$ cat src/rtl/echo_portal_pkg.sv
// Shared constants and types for the Echo portal request path.
package echo_portal_pkg;

    localparam int unsigned DATA_W         = 32;
    localparam int unsigned LEN_W          = 16;
    localparam int unsigned METHOD_SAY     = 0;
    localparam int unsigned HDR_METHOD_MSB = 31;
    localparam int unsigned HDR_METHOD_LSB = 16;
    localparam int unsigned HDR_LEN_MSB    = 15;
    localparam int unsigned HDR_LEN_LSB    = 0;
    localparam int unsigned SAY_LEN        = 1;

    typedef enum logic [1:0] {
        ST_HDR  = 2'd0,
        ST_PAY  = 2'd1,
        ST_DROP = 2'd2
    } req_state_e;

endpackage

$ cat src/rtl/echo_req_fifo.sv
// Say-argument FIFO: registered full/empty, extra pointer bit disambiguates wrap.
module echo_req_fifo #(
    parameter int unsigned DEPTH = 2,
    parameter int unsigned W     = 32
) (
    input  logic         clk,
    input  logic         rst_n,
    input  logic         enq,
    input  logic [W-1:0] enq_data,
    input  logic         deq,
    output logic [W-1:0] head,
    output logic         full,
    output logic         empty
);

    localparam int unsigned AW = $clog2(DEPTH);
    localparam int unsigned PW = AW + 1;

    logic [W-1:0]  mem [DEPTH];
    logic [PW-1:0] wr_ptr;
    logic [PW-1:0] rd_ptr;
    logic [PW-1:0] wr_ptr_n;
    logic [PW-1:0] rd_ptr_n;
    logic          do_enq;
    logic          do_deq;

    assign do_enq = enq & ~full;
    assign do_deq = deq & ~empty;
    assign head   = mem[rd_ptr[AW-1:0]];

    // Next pointer values; full/empty are derived from these so they register cleanly.
    always_comb begin
        wr_ptr_n = wr_ptr + PW'(do_enq);
        rd_ptr_n = rd_ptr + PW'(do_deq);
    end

    // Pointer and flag registers.
    always_ff @(posedge clk) begin
        if (!rst_n) begin
            wr_ptr <= '0;
            rd_ptr <= '0;
            full   <= 1'b0;
            empty  <= 1'b1;
        end else begin
            wr_ptr <= wr_ptr_n;
            rd_ptr <= rd_ptr_n;
            full   <= (wr_ptr_n[AW] != rd_ptr_n[AW]) &&
                      (wr_ptr_n[AW-1:0] == rd_ptr_n[AW-1:0]);
            empty  <= (wr_ptr_n == rd_ptr_n);
        end
    end

    // Storage write; contents need no reset since empty gates every read.
    always_ff @(posedge clk) begin
        if (do_enq) begin
            mem[wr_ptr[AW-1:0]] <= enq_data;
        end
    end

endmodule

$ cat src/rtl/echo_request_input.sv
// Echo portal request demarshaller: parses header/payload words, buffers say args,
// and issues say calls to the core under its ready.
module echo_request_input #(
    parameter int unsigned DEPTH      = 2,
    parameter int unsigned METHOD_SAY = echo_portal_pkg::METHOD_SAY,
    parameter int unsigned CNT_W      = 16
) (
    input  logic                                CLK,
    input  logic                                RST_N,
    input  logic [echo_portal_pkg::DATA_W-1:0]  pipe_enq_v,
    input  logic                                EN_pipe_enq,
    output logic                                RDY_pipe_enq,
    output logic [echo_portal_pkg::DATA_W-1:0]  request_say_v,
    output logic                                EN_request_say,
    input  logic                                RDY_request_say,
    output logic [CNT_W-1:0]                    msg_count,
    output logic [CNT_W-1:0]                    err_count,
    output logic                                err_pulse
);

    import echo_portal_pkg::*;

    req_state_e       state_q;
    req_state_e       state_n;
    logic [LEN_W-1:0] drop_cnt_q;
    logic [LEN_W-1:0] drop_cnt_n;
    logic [LEN_W-1:0] hdr_method;
    logic [LEN_W-1:0] hdr_len;
    logic             hdr_ok;
    logic             accept;
    logic             fifo_enq;
    logic             err_set;
    logic             fifo_full;
    logic             fifo_empty;

    assign hdr_method     = pipe_enq_v[HDR_METHOD_MSB:HDR_METHOD_LSB];
    assign hdr_len        = pipe_enq_v[HDR_LEN_MSB:HDR_LEN_LSB];
    assign hdr_ok         = (hdr_method == LEN_W'(METHOD_SAY)) && (hdr_len == LEN_W'(SAY_LEN));
    assign RDY_pipe_enq   = RST_N & ((state_q != ST_PAY) | ~fifo_full);
    assign accept         = EN_pipe_enq & RDY_pipe_enq;
    assign EN_request_say = RST_N & ~fifo_empty & RDY_request_say;

    echo_req_fifo #(
        .DEPTH (DEPTH),
        .W     (DATA_W)
    ) u_fifo (
        .clk      (CLK),
        .rst_n    (RST_N),
        .enq      (fifo_enq),
        .enq_data (pipe_enq_v),
        .deq      (EN_request_say),
        .head     (request_say_v),
        .full     (fifo_full),
        .empty    (fifo_empty)
    );

    // Message parser: next state, drop counter, FIFO push and error flag.
    always_comb begin
        state_n    = state_q;
        drop_cnt_n = drop_cnt_q;
        fifo_enq   = 1'b0;
        err_set    = 1'b0;
        case (state_q)
            ST_HDR: begin
                if (accept) begin
                    if (hdr_ok) begin
                        state_n = ST_PAY;
                    end else begin
                        err_set = 1'b1;
                        if (hdr_len != '0) begin
                            state_n    = ST_DROP;
                            drop_cnt_n = hdr_len - LEN_W'(1);
                        end
                    end
                end
            end
            ST_PAY: begin
                if (accept) begin
                    fifo_enq = 1'b1;
                    state_n  = ST_HDR;
                end
            end
            ST_DROP: begin
                if (accept) begin
                    if (drop_cnt_q == '0) begin
                        state_n = ST_HDR;
                    end else begin
                        drop_cnt_n = drop_cnt_q - LEN_W'(1);
                    end
                end
            end
            default: state_n = ST_HDR;
        endcase
    end

    // Parser state, error pulse and saturating statistics.
    always_ff @(posedge CLK) begin
        if (!RST_N) begin
            state_q    <= ST_HDR;
            drop_cnt_q <= '0;
            err_pulse  <= 1'b0;
            err_count  <= '0;
            msg_count  <= '0;
        end else begin
            state_q    <= state_n;
            drop_cnt_q <= drop_cnt_n;
            err_pulse  <= err_set;
            if (err_set && (err_count != '1)) begin
                err_count <= err_count + CNT_W'(1);
            end
            if (EN_request_say && (msg_count != '1)) begin
                msg_count <= msg_count + CNT_W'(1);
            end
        end
    end

    a_enq_when_ready: assert property (@(posedge CLK) disable iff (!RST_N)
        EN_pipe_enq |-> RDY_pipe_enq);

endmodule

$ cat config.mk
export PLATFORM = sky130hd
export DESIGN_NAME = echo_request_input
export DESIGN_NICKNAME = d
export VERILOG_FILES = /design/src/rtl/echo_portal_pkg.sv /design/src/rtl/echo_req_fifo.sv /design/src/rtl/echo_request_input.sv
export SDC_FILE = /design/constraint.sdc
export NUM_CORES = 1
export LEC_CHECK = 0
export ABC_AREA = 1
export BUFFER_PORTS_ARGS = -buffer_cell sky130_fd_sc_hd__buf_2
export CAP_MARGIN = 10
export CORE_AREA = 2 2 112 114
export DETAILED_ROUTE_END_ITERATION = 10
export DIE_AREA = 0 0 114 116
export HOLD_SLACK_MARGIN = 0.15
export PLACE_DENSITY = 0.75
export RECOVER_POWER = 25
export SYNTH_ARGS = -nofsm -noshare
export SYNTH_HDL_FRONTEND = slang
export SYNTH_SLANG_ARGS = --single-unit
$ cat constraint.sdc
create_clock -name CLK -period 5.8 [get_ports CLK]
set_input_delay 1.16 -clock CLK [delete_from_list [all_inputs] [get_ports CLK]]
set_output_delay 1.16 -clock CLK [all_outputs]
set_load 0.02 [all_outputs]
## Word-level counts from Yosys, hierarchy flattened

Memory sizes are Yosys's and may differ from the RTL's. A register that Yosys moved wholly into a read port is not among the register bits.
Index checks and enable logic that the tools add are counted.

- Register bits: 57
- Bits in latches: 0
- Bits in writable memories: 64
- ROM bits: 0
- Input port bits: 36
- Output and inout bits: 67
- Word-level logic and storage cells: 74
- Memories kept: 1

Memories:

| name | depth | width | read ports | clocked after Yosys merged registers in | wr ports | line | RTL |
|---|---|---|---|---|---|---|---|
| u_fifo.mem | 2 | 32 | 1 | 1 | 1 | echo_req_fifo.sv:19 | `logic [W-1:0] mem [DEPTH];` |

- Add/sub/neg operators: 6
- Multiply operators: 0
- Divide/modulo/power cells: 0
- $lt $le $gt $ge: 0
- Equal/unequal tests: 17
- Shift-type cells: 0
- Multiplexer cells: 21
- Bitwise gates (word level): 9
- Reductions and logical operators: 11

Operators with widths:

| operator | count |
|---|---|
| 16-bit two-way mux | 5 |
| 16-bit by 1-bit adder with 16-bit output (second input constant) | 2 |
| 16-bit logical NOT | 2 |
| 16-bit inequality test (second input constant) | 2 |
| 16-bit one-hot mux with 2 select lines | 1 |
| 16-bit by 1-bit subtractor with 16-bit output (second input constant) | 2 |
| 16-bit by 1-bit == test with 1-bit output (second input constant) | 1 |
| 16-bit nonzero test | 1 |
| 2-bit inequality test (second input constant) | 7 |
| 2-bit two-way mux | 6 |
| 1-bit two-way mux | 8 |
| 1-bit AND | 6 |
| 2-bit one-hot mux with 3 select lines | 1 |
| 6-bit AND reduction | 1 |
| 5-bit AND reduction | 1 |
| 2-bit by 1-bit adder with 2-bit output | 2 |
| 1-bit logical AND | 4 |
| 3-bit inequality test (second input constant) | 1 |
| 2-bit by 1-bit == test with 1-bit output (second input constant) | 1 |
| 2-bit == test | 1 |
| 2-bit == test (second input constant) | 1 |
| 2-bit logical NOT | 1 |
| 2-bit by 1-bit inequality test with 1-bit output (second input constant) | 1 |
| 1-bit inverter | 2 |
| 4 further kinds | 4 |

## Longest topological paths before layout

Gate-level depths: netlist of the first run.

- Word-level depth: 10
- Depth in mapped cells: 12
- Gate-level depth less buffers: 12

## Hierarchy

Synthesis of the first run repeated with hierarchy kept, for this count alone.

- Cell total of the unflattened synthesis: 749
- Area total of the unflattened synthesis: 6418.7 um^2

Modules (own cells, without submodules):

| module | times used | cells an instance | area each (um^2) |
|---|---|---|---|
| echo_request_input | 1 | 599 | 3617.2 |
| echo_req_fifo | 1 | 150 | 2801.4 |

## Worst setup path before layout of the first run

OpenSTA, ideal clock, no wires.

- Path kind: in2reg
- Start: input port EN_pipe_enq
- End: register u_fifo.empty
- Setup time: 0.074 ns
- Arrival: 2.988 ns
- Path slack: 2.738 ns
- Stages on the path: 9
- Cells stage by stage: nand3_2 inv_1 nand2_1 inv_1 ha_1 xnor2_1 xnor2_1 inv_1 o21ai_0

- Cells in the longest elaborated chain, start to end: 6

Ends and longest elaborated chain:

| element | line | RTL |
|---|---|---|
| from (decl) | echo_request_input.sv:11 | `input logic EN_pipe_enq,` |
| 1-bit AND | echo_request_input.sv:40 | `assign accept = EN_pipe_enq & RDY_pipe_enq;` |
| 1-bit two-way mux | echo_request_input.sv:78 | `if (accept) begin` |
| 1-bit two-way mux | echo_request_input.sv:63 | `case (state_q)` |
| 1-bit AND | echo_req_fifo.sv:27 | `assign do_enq = enq & ~full;` |
| 2-bit by 1-bit adder with 2-bit output | echo_req_fifo.sv:33 | `wr_ptr_n = wr_ptr + PW'(do_enq);` |
| 2-bit == test | echo_req_fifo.sv:49 | `empty <= (wr_ptr_n == rd_ptr_n);` |
| to (signal assigned) | echo_req_fifo.sv:49 |  |
| to (decl) | echo_req_fifo.sv:13 | `output logic empty` |

Every way passes these cells.
A chain may end at the register's enable or synchronous reset.

## Worst setup path after layout of the first run

- Start: input port RST_N
- End: output port EN_request_say

- Cells in the longest elaborated chain, start to end: 2

Ends and longest elaborated chain:

| element | line | RTL |
|---|---|---|
| from (decl) | echo_request_input.sv:9 | `input logic RST_N,` |
| 1-bit AND (2 in series) | echo_request_input.sv:41 | `assign EN_request_say = RST_N & ~fifo_empty & RDY_request_say;` |
| to (decl) | echo_request_input.sv:14 | `output logic EN_request_say,` |

Every way passes these cells.

==> impl_metrics.env, run 1 <==
export IMPL_powerDensity_nw_per_um2=305
export IMPL_ctsHtreeMaxLevel=4
export IMPL_clockRootBuffer="clkbuf_16"
export IMPL_grt_use_total_pct=21.8
export IMPL_post_route_util_pct=63.0
export IMPL_worstPathRequired_ns=4.64
export IMPL_placed_cells=976
export IMPL_fillers=1044
export IMPL_finalSetupViolCount=0
export IMPL_grt_pass1_wl_um=22800
export IMPL_finalHoldViolations=0
export IMPL_num_rows=40
export IMPL_routed_via_density=5.15
export IMPL_num_antenna_cells=0
export IMPL_wl_per_cell_um=13.5
export IMPL_worst_hold_slack_ns=0.488
export IMPL_final_common_cell="nand2_1"
export IMPL_slew_violations=0
export IMPL_cts_tree="built"
export IMPL_whs_path_depth=2
export IMPL_antenna_found_initial=0
export IMPL_port_buffers=102
export IMPL_period_share_pct=52.1
export IMPL_cap_violations=0
export IMPL_grt_pass1_vias=4959
export IMPL_avgSynthCellArea_um2=8.49
export IMPL_core_um2=11900
export IMPL_die_width_um=114
export IMPL_syn_instance_count=741
export IMPL_reg2regPathDepth=7
export IMPL_power_leakage_nw=3.10
export IMPL_cp_max_fo=21
export IMPL_yosysWarnings=0
export IMPL_clkSlewWorstSetupHoldPaths_ns=0.06
export IMPL_cts_buffer_depth=2
export IMPL_nNetsFinal=894
export IMPL_fin_skew_ns=0.00652
export IMPL_synth_seq_area_share_pct=49.0
export IMPL_r2r_start="state_q[1]$_SDFFE_PN0P_"
export IMPL_post_cts_resized=0
export IMPL_clock_sinks=122
export IMPL_synth_ff_type="edfxtp_1"
export IMPL_status="complete, no violations"
export IMPL_postCtsSetupBuffers=0
export IMPL_muxShareOfSynthArea_pct=5.88
export IMPL_initial_core_util_pct=52.8
export IMPL_max_slew_margin_rel_pct=47.8
export IMPL_tns_ns=0
export IMPL_critPathArrivalTime_ns=1.86
export IMPL_reg2reg_to="drop_cnt_q[10]$_SDFFE_PN0P_"
export IMPL_rsz0062_at_grt="no"
export IMPL_end_kind="output pin"
export IMPL_max_freq_mhz=331
export IMPL_synthesis_area_um2=6290
export IMPL_hpwlAfterDp_um=9300
export IMPL_worstSetupPathType="in -> out"
export IMPL_hold_end="drop_cnt_q[0]$_SDFFE_PN0P_"
export IMPL_seq_area_um2=3080
export IMPL_cp_start_kind="input pin"
export IMPL_synth_compound_area_share_pct=5.55
export IMPL_grt_max_degree=33
export IMPL_ant_nets=0
export IMPL_synthXorXnorAreaFrac_pct=3.76
export IMPL_async_flop_share_pct=0
export IMPL_synth_top_family_by_area="simple AND/OR/NAND/NOR gates"
export IMPL_ys_ff_latch=122
export IMPL_io_pins=103
export IMPL_fin_crit_ns=3.02
export IMPL_dieArea_um2=13200
export IMPL_multi_input_area_um2=2840
export IMPL_drc_errors=0
export IMPL_synth_edf_count=64
export IMPL_drtIter0Drc=316
export IMPL_clock_latency_ns=0.41
export IMPL_drive_gt1_share_pct=20.6
export IMPL_firstDrtPassIters=5
export IMPL_worst_slew_pin_slew_ns=0.783
export IMPL_die_h_um=116
export IMPL_hp_class="reg -> reg"
export IMPL_routed_wl_um=13600
export IMPL_numCtsBuffers=17
export IMPL_area_growth_pct=19.2
export IMPL_ys_types=38
export IMPL_num_vias=5193
export IMPL_yosys_area_share_simple_pct=28.0
export IMPL_final_cell_mix="nand2_1 (180), nor2_1 (88), inv_1 (73)"
export IMPL_postCtsHoldBufs=0
export IMPL_reg2reg_slack_ns=3.50
export IMPL_hp_start="drop_cnt_q[0]$_SDFFE_PN0P_"
export IMPL_overflow=0
export IMPL_irDropWorstVdd_v=0.000200
export IMPL_synthesis_nets=787
export IMPL_yosys_area_share_adder_pct=1.99
export IMPL_fin_cells=1008
export IMPL_gp_congestion=0.882
-- synthesized netlist by cell type, types with 7 or more instances --
cell,count,area (µm²)
clkbuf_1,8,30.0
ha_1,10,125
nand3_1,63,315
a21oi_2,7,61.3
nor2_1,88,330
o21ai_0,21,105
a21oi_1,35,175
inv_1,73,274
nor2_2,7,43.8
nand2_2,12,75.1
xnor2_1,13,114
edfxtp_1,64,1920
mux2_2,32,360
xor2_1,14,123
nand2_1,180,676
nand4_1,7,43.8
nor3_1,15,75.1
dfxtp_1,58,1160
-- cell type report --
type	instances	share of cell area, %
Inverter	74	3.70
Tap cell	147	2.45
Sequential cell	122	41.1
Timing Repair Buffer	106	6.67
Multi-Input combinational cell	527	37.9
Clock inverter	15	2.53
Clock buffer	17	5.67
-- power breakdown --
group	internal [mW]	switching, mW	leakage [nW]
clock network	0.685	0.409	0.298
registers	0.921	0.0150	1.04
logic	0.0825	0.176	1.75
-- sequential cells by signal, indices dropped and copies added, names as in the netlist, named ones only --
name,flops
drop_cnt_q,16
err_count,16
err_pulse,1
msg_count,16
state_q,2
u_fifo.empty,1
u_fifo.full,1
u_fifo.mem,64
u_fifo.rd_ptr,2
u_fifo.wr_ptr,2
-- critical path: stages --
cell,delay (ns)
buf_2,0.31
nand2_1,0.12
nor2_1,0.10
buf_2,0.17
-- worst max path at each step --
stage / from / end / slack (ns) / cells past startpoint
after detailed placement: RST_N / EN_request_say / 2.76 / 4
after CTS: RST_N / EN_request_say / 2.76 / 4
after global routing: RST_N / EN_request_say / 2.68 / 4
after global placement: RST_N / EN_request_say / 2.79 / 4
after floorplan: EN_pipe_enq / u_fifo.empty$_SDFF_PN1_ / 2.74 / 9
final: RST_N / EN_request_say / 2.78 / 4
-- metrics by stage --
stage	power (mW)	setup slack, ns	area (µm²)
2_1_floorplan	1.15	2.74	6290
3_3_place_gp	1.21	2.79	6930
3_5_place_dp	1.21	2.76	6930
4_1_cts	2.30	2.76	7540
5_1_grt	2.38	2.68	7500
6_report	2.29	2.78	7500
-- logic make-up after synthesis --
kind of cell,Yosys count
simple gates,393
flops,122
buf+inv,92
compound gates,64
mux,33
xor+xnor,27
fa+ha+maj,10
-- layer usage --
layer	global-route usage [%]	vias up	share of wire, %
met3	6.01	17	6.1
met4	6.99	0	1.5
met2	37.6	138	48
met5	0	-	0
li1	-	2656	-
met1	26.7	2382	45
Note: power is estimated with default switching activity, not from simulation.
==> run 2: changes to the inputs <==
--- a/config.mk
+++ b/config.mk
@@ -5,12 +5,12 @@
 export SDC_FILE = /design/constraint.sdc
 export NUM_CORES = 1
 export LEC_CHECK = 0
-export ABC_AREA = 1
+export ABC_AREA = 0
 export BUFFER_PORTS_ARGS = -buffer_cell sky130_fd_sc_hd__buf_2
 export CAP_MARGIN = 10
-export CORE_AREA = 2 2 112 114
+export CORE_AREA = 2 2 109 111
 export DETAILED_ROUTE_END_ITERATION = 10
-export DIE_AREA = 0 0 114 116
+export DIE_AREA = 0 0 111 113
 export HOLD_SLACK_MARGIN = 0.15
 export PLACE_DENSITY = 0.75
 export RECOVER_POWER = 25
==> constraint.sdc (replaced) <==
create_clock -name CLK -period 3.1 [get_ports CLK]
set_input_delay 0.62 -clock CLK [delete_from_list [all_inputs] [get_ports CLK]]
set_output_delay 0.62 -clock CLK [all_outputs]
set_load 0.02 [all_outputs]
==> run 2 against run 1 <==
  * Clock-buffer cell count grew 1
  * Utilization is essentially flat
  * Critical endpoint is now err_count[8]$_SDFFE_PN0P_
  * Setup slack lost 2.1 ns
  * Sequential power grew 90%
  * Synthesized cell count shrank 28%
  * Sequential share of layout area grew 2.3 points
  * Die area shrank 5.1%
  * Clock skew grew 0.0016 ns
  * Critical path depth grew 3
==> impl_metrics.env, run 2 <==
export IMPL_synthesis_area_um2=5870
export IMPL_clockRootBuffer="clkbuf_16"
export IMPL_final_common_cell="buf_2"
export IMPL_final_cell_mix="buf_2 (70), edfxtp_1 (64), dfxtp_1 (58)"
export IMPL_cts_buffer_depth=2
export IMPL_die_width_um=111
export IMPL_synth_compound_area_share_pct=11.4
export IMPL_ctsHtreeMaxLevel=4
export IMPL_routed_via_density=5.96
export IMPL_power_share_combinational_pct=9.1
export IMPL_ant_nets=0
export IMPL_synthesis_nets=582
export IMPL_drive_gt1_share_pct=24.0
export IMPL_postCtsHoldBufs=0
export IMPL_port_buffers=102
export IMPL_worstPathRequired_ns=3.41
export IMPL_hpwlAfterDp_um=9450
export IMPL_routed_wl_um=13800
export IMPL_post_cts_resized=0
export IMPL_yosysTopAreaCell="edfxtp_1"
export IMPL_wl_per_cell_um=17.3
export IMPL_finalHoldViolations=0
export IMPL_clock_sinks=122
export IMPL_async_flop_share_pct=0
export IMPL_cp_start_kind="input pin"
export IMPL_synthTopCellsByArea="edfxtp_1 (33%), dfxtp_1 (20%), mux2_2 (6.1%), nand2_1 (2.8%), mux2i_1 (2.4%)"
export IMPL_numCtsBuffers=17
export IMPL_gp_congestion=0.895
export IMPL_cap_violations=0
export IMPL_max_freq_mhz=418
export IMPL_synth_seq_area_share_pct=52.5
export IMPL_power_leakage_nw=2.68
export IMPL_max_slew_margin_rel_pct=54.4
export IMPL_end_kind="flip-flop"
export IMPL_worst_slew_pin_slew_ns=0.676
export IMPL_drtIter0Drc=376
export IMPL_firstDrtPassIters=6
export IMPL_worstSetupPathType="in -> reg"
export IMPL_cp_buffers_inverters=1
export IMPL_powerDensity_nw_per_um2=584
export IMPL_crit_chain="clkbuf_1 > ha_1 > nor4b_1 > and4_1 > and3b_1 > o311ai_0 > o41ai_1"
export IMPL_area_growth_pct=20.9
export IMPL_crit_path_top_delay_cell="and3b_1"
export IMPL_postCtsSetupBuffers=0
export IMPL_path_delay_family="simple AND/OR/NAND/NOR gates"
export IMPL_slew_violations=0
export IMPL_grt_pass1_vias=4630
export IMPL_synth_ff_type="edfxtp_1"
export IMPL_critPathArrivalTime_ns=2.70
export IMPL_clkPwrFrac_pct=48.0
export IMPL_post_synth_top_count_cell="edfxtp_1"
export IMPL_rsz0062_at_grt="no"
export IMPL_cp_max_fo=17
export IMPL_grt_pass1_wl_um=22800
export IMPL_tns_ns=0
export IMPL_status="complete, no violations"
export IMPL_yosys_area_share_simple_pct=19.0
export IMPL_die_h_um=113
export IMPL_largest_reg_flops=64
export IMPL_hp_class="in -> reg"
export IMPL_irDropWorstVdd_v=0.000391
export IMPL_ys_types=61
export IMPL_seq_area_um2=3080
export IMPL_p_sw_mw=1.01
export IMPL_num_vias=4757
export IMPL_num_antenna_cells=0
export IMPL_nNetsFinal=688
export IMPL_io_pins=103
export IMPL_drc_errors=0
export IMPL_muxShareOfSynthArea_pct=8.52
export IMPL_core_um2=11300
export IMPL_grt_max_degree=33
export IMPL_dieArea_um2=12500
export IMPL_reg2reg_slack_ns=0.77
export IMPL_internal_power_mw=3.14
export IMPL_max_stage_delay_ns=0.58
export IMPL_synth_top_area_share_pct=32.7
export IMPL_post_route_util_pct=63.0
export IMPL_finalSetupViolCount=0
export IMPL_fillers=910
export IMPL_syn_instance_count=536
export IMPL_initial_core_util_pct=52.1
export IMPL_fin_crit_ns=2.39
export IMPL_overflow=0
export IMPL_fin_skew_ns=0.00807
export IMPL_grt_use_total_pct=22.5
export IMPL_clkSlewWorstSetupHoldPaths_ns=0.06
export IMPL_synthXorXnorAreaFrac_pct=3.58
export IMPL_pwr_share_seq_pct=42.9
export IMPL_antenna_found_initial=0
export IMPL_synth_top_family_by_area="simple AND/OR/NAND/NOR gates"
export IMPL_ys_ff_latch=122
export IMPL_num_rows=39
export IMPL_yosys_area_share_adder_pct=2.13
export IMPL_avgSynthCellArea_um2=11.0
export IMPL_multi_input_area_um2=2630
export IMPL_worst_hold_slack_ns=0.442
export IMPL_period_share_pct=77.1
export IMPL_synth_edf_count=64
export IMPL_yosysWarnings=0
export IMPL_clock_latency_ns=0.41
export IMPL_netlist_top_cells_count="edfxtp_1 (64), dfxtp_1 (58), nand2_1 (44)"
export IMPL_switching_share_pct=24.4
export IMPL_cts_tree="built"
run 2: layer usage:
| metal | global-route usage, % | share of wire [%] | vias up |
|---|---|---|---|
| met5 | 0 | 0 | - |
| met2 | 38.2 | 48 | 200 |
| met4 | 7.75 | 2.1 | 0 |
| met1 | 28.6 | 43 | 2272 |
| met3 | 5.30 | 7.2 | 36 |
| li1 | - | - | 2249 |
run 2: layout make-up:
type	count	share of cell area (%)
Inverter	13	0.687
Timing Repair Buffer	114	7.89
Multi-Input combinational cell	374	37.1
Sequential cell	122	43.4
Tap cell	143	2.52
Clock buffer	18	6.04
Clock inverter	14	2.40
run 2: power groups by stage:
stage | clock network [mW] | logic [mW] | registers (mW)
2_1_floorplan | 0 | 0.256 | 1.80
3_3_place_gp | 0 | 0.359 | 1.81
3_5_place_dp | 0 | 0.371 | 1.81
4_1_cts | 2.02 | 0.373 | 1.78
5_1_grt | 2.11 | 0.409 | 1.78
6_report | 1.99 | 0.376 | 1.78
run 2: path summary, 6_finish.rpt:
kind,startpoint,to,cells past startpoint
worst max-delay path,pipe_enq_v[0],err_count[8]$_SDFFE_PN0P_,7
worst min-delay path,pipe_enq_v[24],u_fifo.mem[0][24]$_DFFE_PP_,1
worst max register to register,drop_cnt_q[10]$_SDFFE_PN0P_,drop_cnt_q[5]$_SDFFE_PN0P_,6
worst min register to register,err_count[14]$_SDFFE_PN0P_,err_count[14]$_SDFFE_PN0P_,2
run 2: cell families (layout without fill, tap and decap cells):
family                     count (synthesis)  count (layout)
AOI/OAI and AO/OA                         94              94
xor gates and xnor gates                  24              24
adders and majority gates                 10              10
buffers and inverters                     40             159
DFF                                      122             122
muxes                                     46              46
and+or+nand+nor                          200             200
run 2: stage by stage:
stage | setup slack, ns | std cells | area, µm² | total power, mW
detailed placement | 0.408 | 766 | 6540 | 2.18
CTS | 0.771 | 798 | 7140 | 4.17
floorplan | 0.421 | 536 | 5870 | 2.06
global route | 0.509 | 798 | 7100 | 4.30
global placement | 0.453 | 766 | 6540 | 2.17
finish | 0.709 | 798 | 7100 | 4.15
==> run 3: changes to the inputs <==
==> constraint.sdc (replaced) <==
create_clock -name CLK -period 2.5 [get_ports CLK]
set_input_delay 0.5 -clock CLK [delete_from_list [all_inputs] [get_ports CLK]]
set_output_delay 0.5 -clock CLK [all_outputs]
set_load 0.02 [all_outputs]
==> run 3 against run 2 <==
  * Final area rose by 1.2%
  * Power rose by 25%
  * Final cell count rose by 0.75%
  * Critical path depth fell by 2
  * Critical path type is now reg -> reg
  * Critical endpoint is now drop_cnt_q[6]$_SDFFE_PN0P_
  * Setup slack got worse by 0.45 ns
==> impl_metrics.env, run 3 (synthesis results as in run 2) <==
export IMPL_fillers=899
export IMPL_critPathArrivalTime_ns=2.51
export IMPL_period_share_pct=89.5
export IMPL_status="complete, no violations"
export IMPL_numCtsBuffers=17
export IMPL_ant_nets=0
export IMPL_drc_errors=0
export IMPL_die_width_um=111
export IMPL_slew_violations=0
export IMPL_core_um2=11300
export IMPL_drive_gt1_share_pct=24.5
export IMPL_pwr_share_seq_pct=42.4
export IMPL_postCtsSetupBuffers=0
export IMPL_num_vias=4758
export IMPL_worstPathRequired_ns=2.78
export IMPL_routed_wl_um=13700
export IMPL_area_growth_pct=22.3
export IMPL_clkPwrFrac_pct=48.3
export IMPL_antenna_found_initial=0
export IMPL_num_antenna_cells=0
export IMPL_io_pins=103
export IMPL_fin_crit_ns=2.24
export IMPL_max_slew_margin_rel_pct=52.6
export IMPL_crit_path_top_delay_cell="or4_1"
export IMPL_clock_latency_ns=0.41
export IMPL_nNetsFinal=694
export IMPL_drtIter0Drc=334
export IMPL_power_mw=5.19
export IMPL_ctsHtreeMaxLevel=4
export IMPL_max_stage_delay_ns=0.70
export IMPL_tns_ns=0
export IMPL_wl_per_cell_um=17.0
export IMPL_hp_class="in -> reg"
export IMPL_finalHoldViolations=0
export IMPL_fin_skew_ns=0.00800
export IMPL_irDropWorstVdd_v=0.000365
export IMPL_reg2reg_slack_ns=0.26
export IMPL_clockRootBuffer="clkbuf_16"
export IMPL_final_cell_mix="buf_2 (70), edfxtp_1 (64), dfxtp_1 (58)"
export IMPL_rsz0062_at_grt="no"
export IMPL_port_buffers=102
export IMPL_hpwlAfterDp_um=9380
export IMPL_crit_chain="or4_1 > nor4_4 > o2bb2ai_1 > nor2_2 > o22ai_1"
export IMPL_grt_max_degree=44
export IMPL_cts_buffer_depth=2
export IMPL_p_sw_mw=1.20
export IMPL_post_cts_resized=0
export IMPL_powerDensity_nw_per_um2=722
export IMPL_num_rows=39
export IMPL_max_freq_mhz=447
export IMPL_cp_max_fo=7
export IMPL_clkSlewWorstSetupHoldPaths_ns=0.06
export IMPL_power_share_combinational_pct=9.2
export IMPL_internal_power_mw=3.99
export IMPL_power_leakage_nw=2.72
export IMPL_cp_start_kind="flip-flop"
export IMPL_final_common_cell="buf_2"
export IMPL_gp_congestion=0.881
export IMPL_multi_input_area_um2=2640
export IMPL_postCtsHoldBufs=0
export IMPL_initial_core_util_pct=52.1
export IMPL_dieArea_um2=12500
export IMPL_grt_use_total_pct=22.4
export IMPL_worst_slew_pin_slew_ns=0.705
export IMPL_routed_via_density=5.92
export IMPL_end_kind="flip-flop"
export IMPL_die_h_um=113
export IMPL_finalSetupViolCount=0
export IMPL_switching_share_pct=23.2
export IMPL_firstDrtPassIters=5
export IMPL_overflow=0
export IMPL_cts_tree="built"
export IMPL_cap_violations=0
export IMPL_clock_sinks=122
export IMPL_seq_area_um2=3080
export IMPL_grt_pass1_vias=4629
export IMPL_grt_pass1_wl_um=22700
export IMPL_largest_reg_flops=64
export IMPL_worstSetupPathType="reg -> reg"
==> run 3: final timing paths <==
path                                                  start  cells past startpoint                           to
worst max-delay path            drop_cnt_q[10]$_SDFFE_PN0P_                      5   drop_cnt_q[6]$_SDFFE_PN0P_
worst min-delay path                         pipe_enq_v[24]                      1  u_fifo.mem[1][24]$_DFFE_PP_
worst max register to register  drop_cnt_q[10]$_SDFFE_PN0P_                      5   drop_cnt_q[6]$_SDFFE_PN0P_
worst min register to register  drop_cnt_q[13]$_SDFFE_PN0P_                      1  drop_cnt_q[13]$_SDFFE_PN0P_
==> run 3: worst max-delay path: cells and delay by family (launching register included) <==
| kind | cells | cell delay (ns) |
|---|---|---|
| flip-flops | 1 | 0.36 |
| AND/OR/NAND/NOR | 3 | 1.39 |
| AO/OA/AOI/OAI | 2 | 0.35 |
==> run 3: power by group through the flow <==
stage	clock, mW	combinational [mW]	sequential (mW)
finish	2.51	0.480	2.20
floorplan	0	0.317	2.23
global placement	0	0.459	2.24
detailed placement	0	0.470	2.24
CTS	2.55	0.478	2.20
global route	2.66	0.530	2.21
==> run 3: metrics by stage <==
stage | instance area (µm²) | hold WS, ns | util, % | worst slack, ns | instances
after global routing | 7190 | 0.314 | 63.7 | 0.109 | 804
after CTS | 7230 | 0.281 | 64.1 | 0.277 | 804
final | 7190 | 0.327 | 63.7 | 0.262 | 804
after floorplan | 5880 | 0.439 | - | 0.223 | 536
after global placement | 6620 | 0.452 | 58.7 | 0.180 | 772
after detailed placement | 6620 | 0.477 | 58.7 | 0.0893 | 772
==> run 3: layout make-up <==
| class | instances | share of cell area (%) |
|---|---|---|
| sequential | 122 | 42.9 |
| multi-input combinational | 374 | 36.7 |
| timing repair buffer | 120 | 8.78 |
| clock buffer | 19 | 6.02 |
| tap | 143 | 2.49 |
| clock inverter | 13 | 2.46 |
| inverter | 13 | 0.679 |
==> run 3: per-layer routing <==
metal	share of wire, %	wire length [µm]	global-route usage, %
met3	6.2	842	5.62
met2	48	6580	36.7
met5	0	0	0
met1	44	6010	28.5
met4	1.8	248	9.33
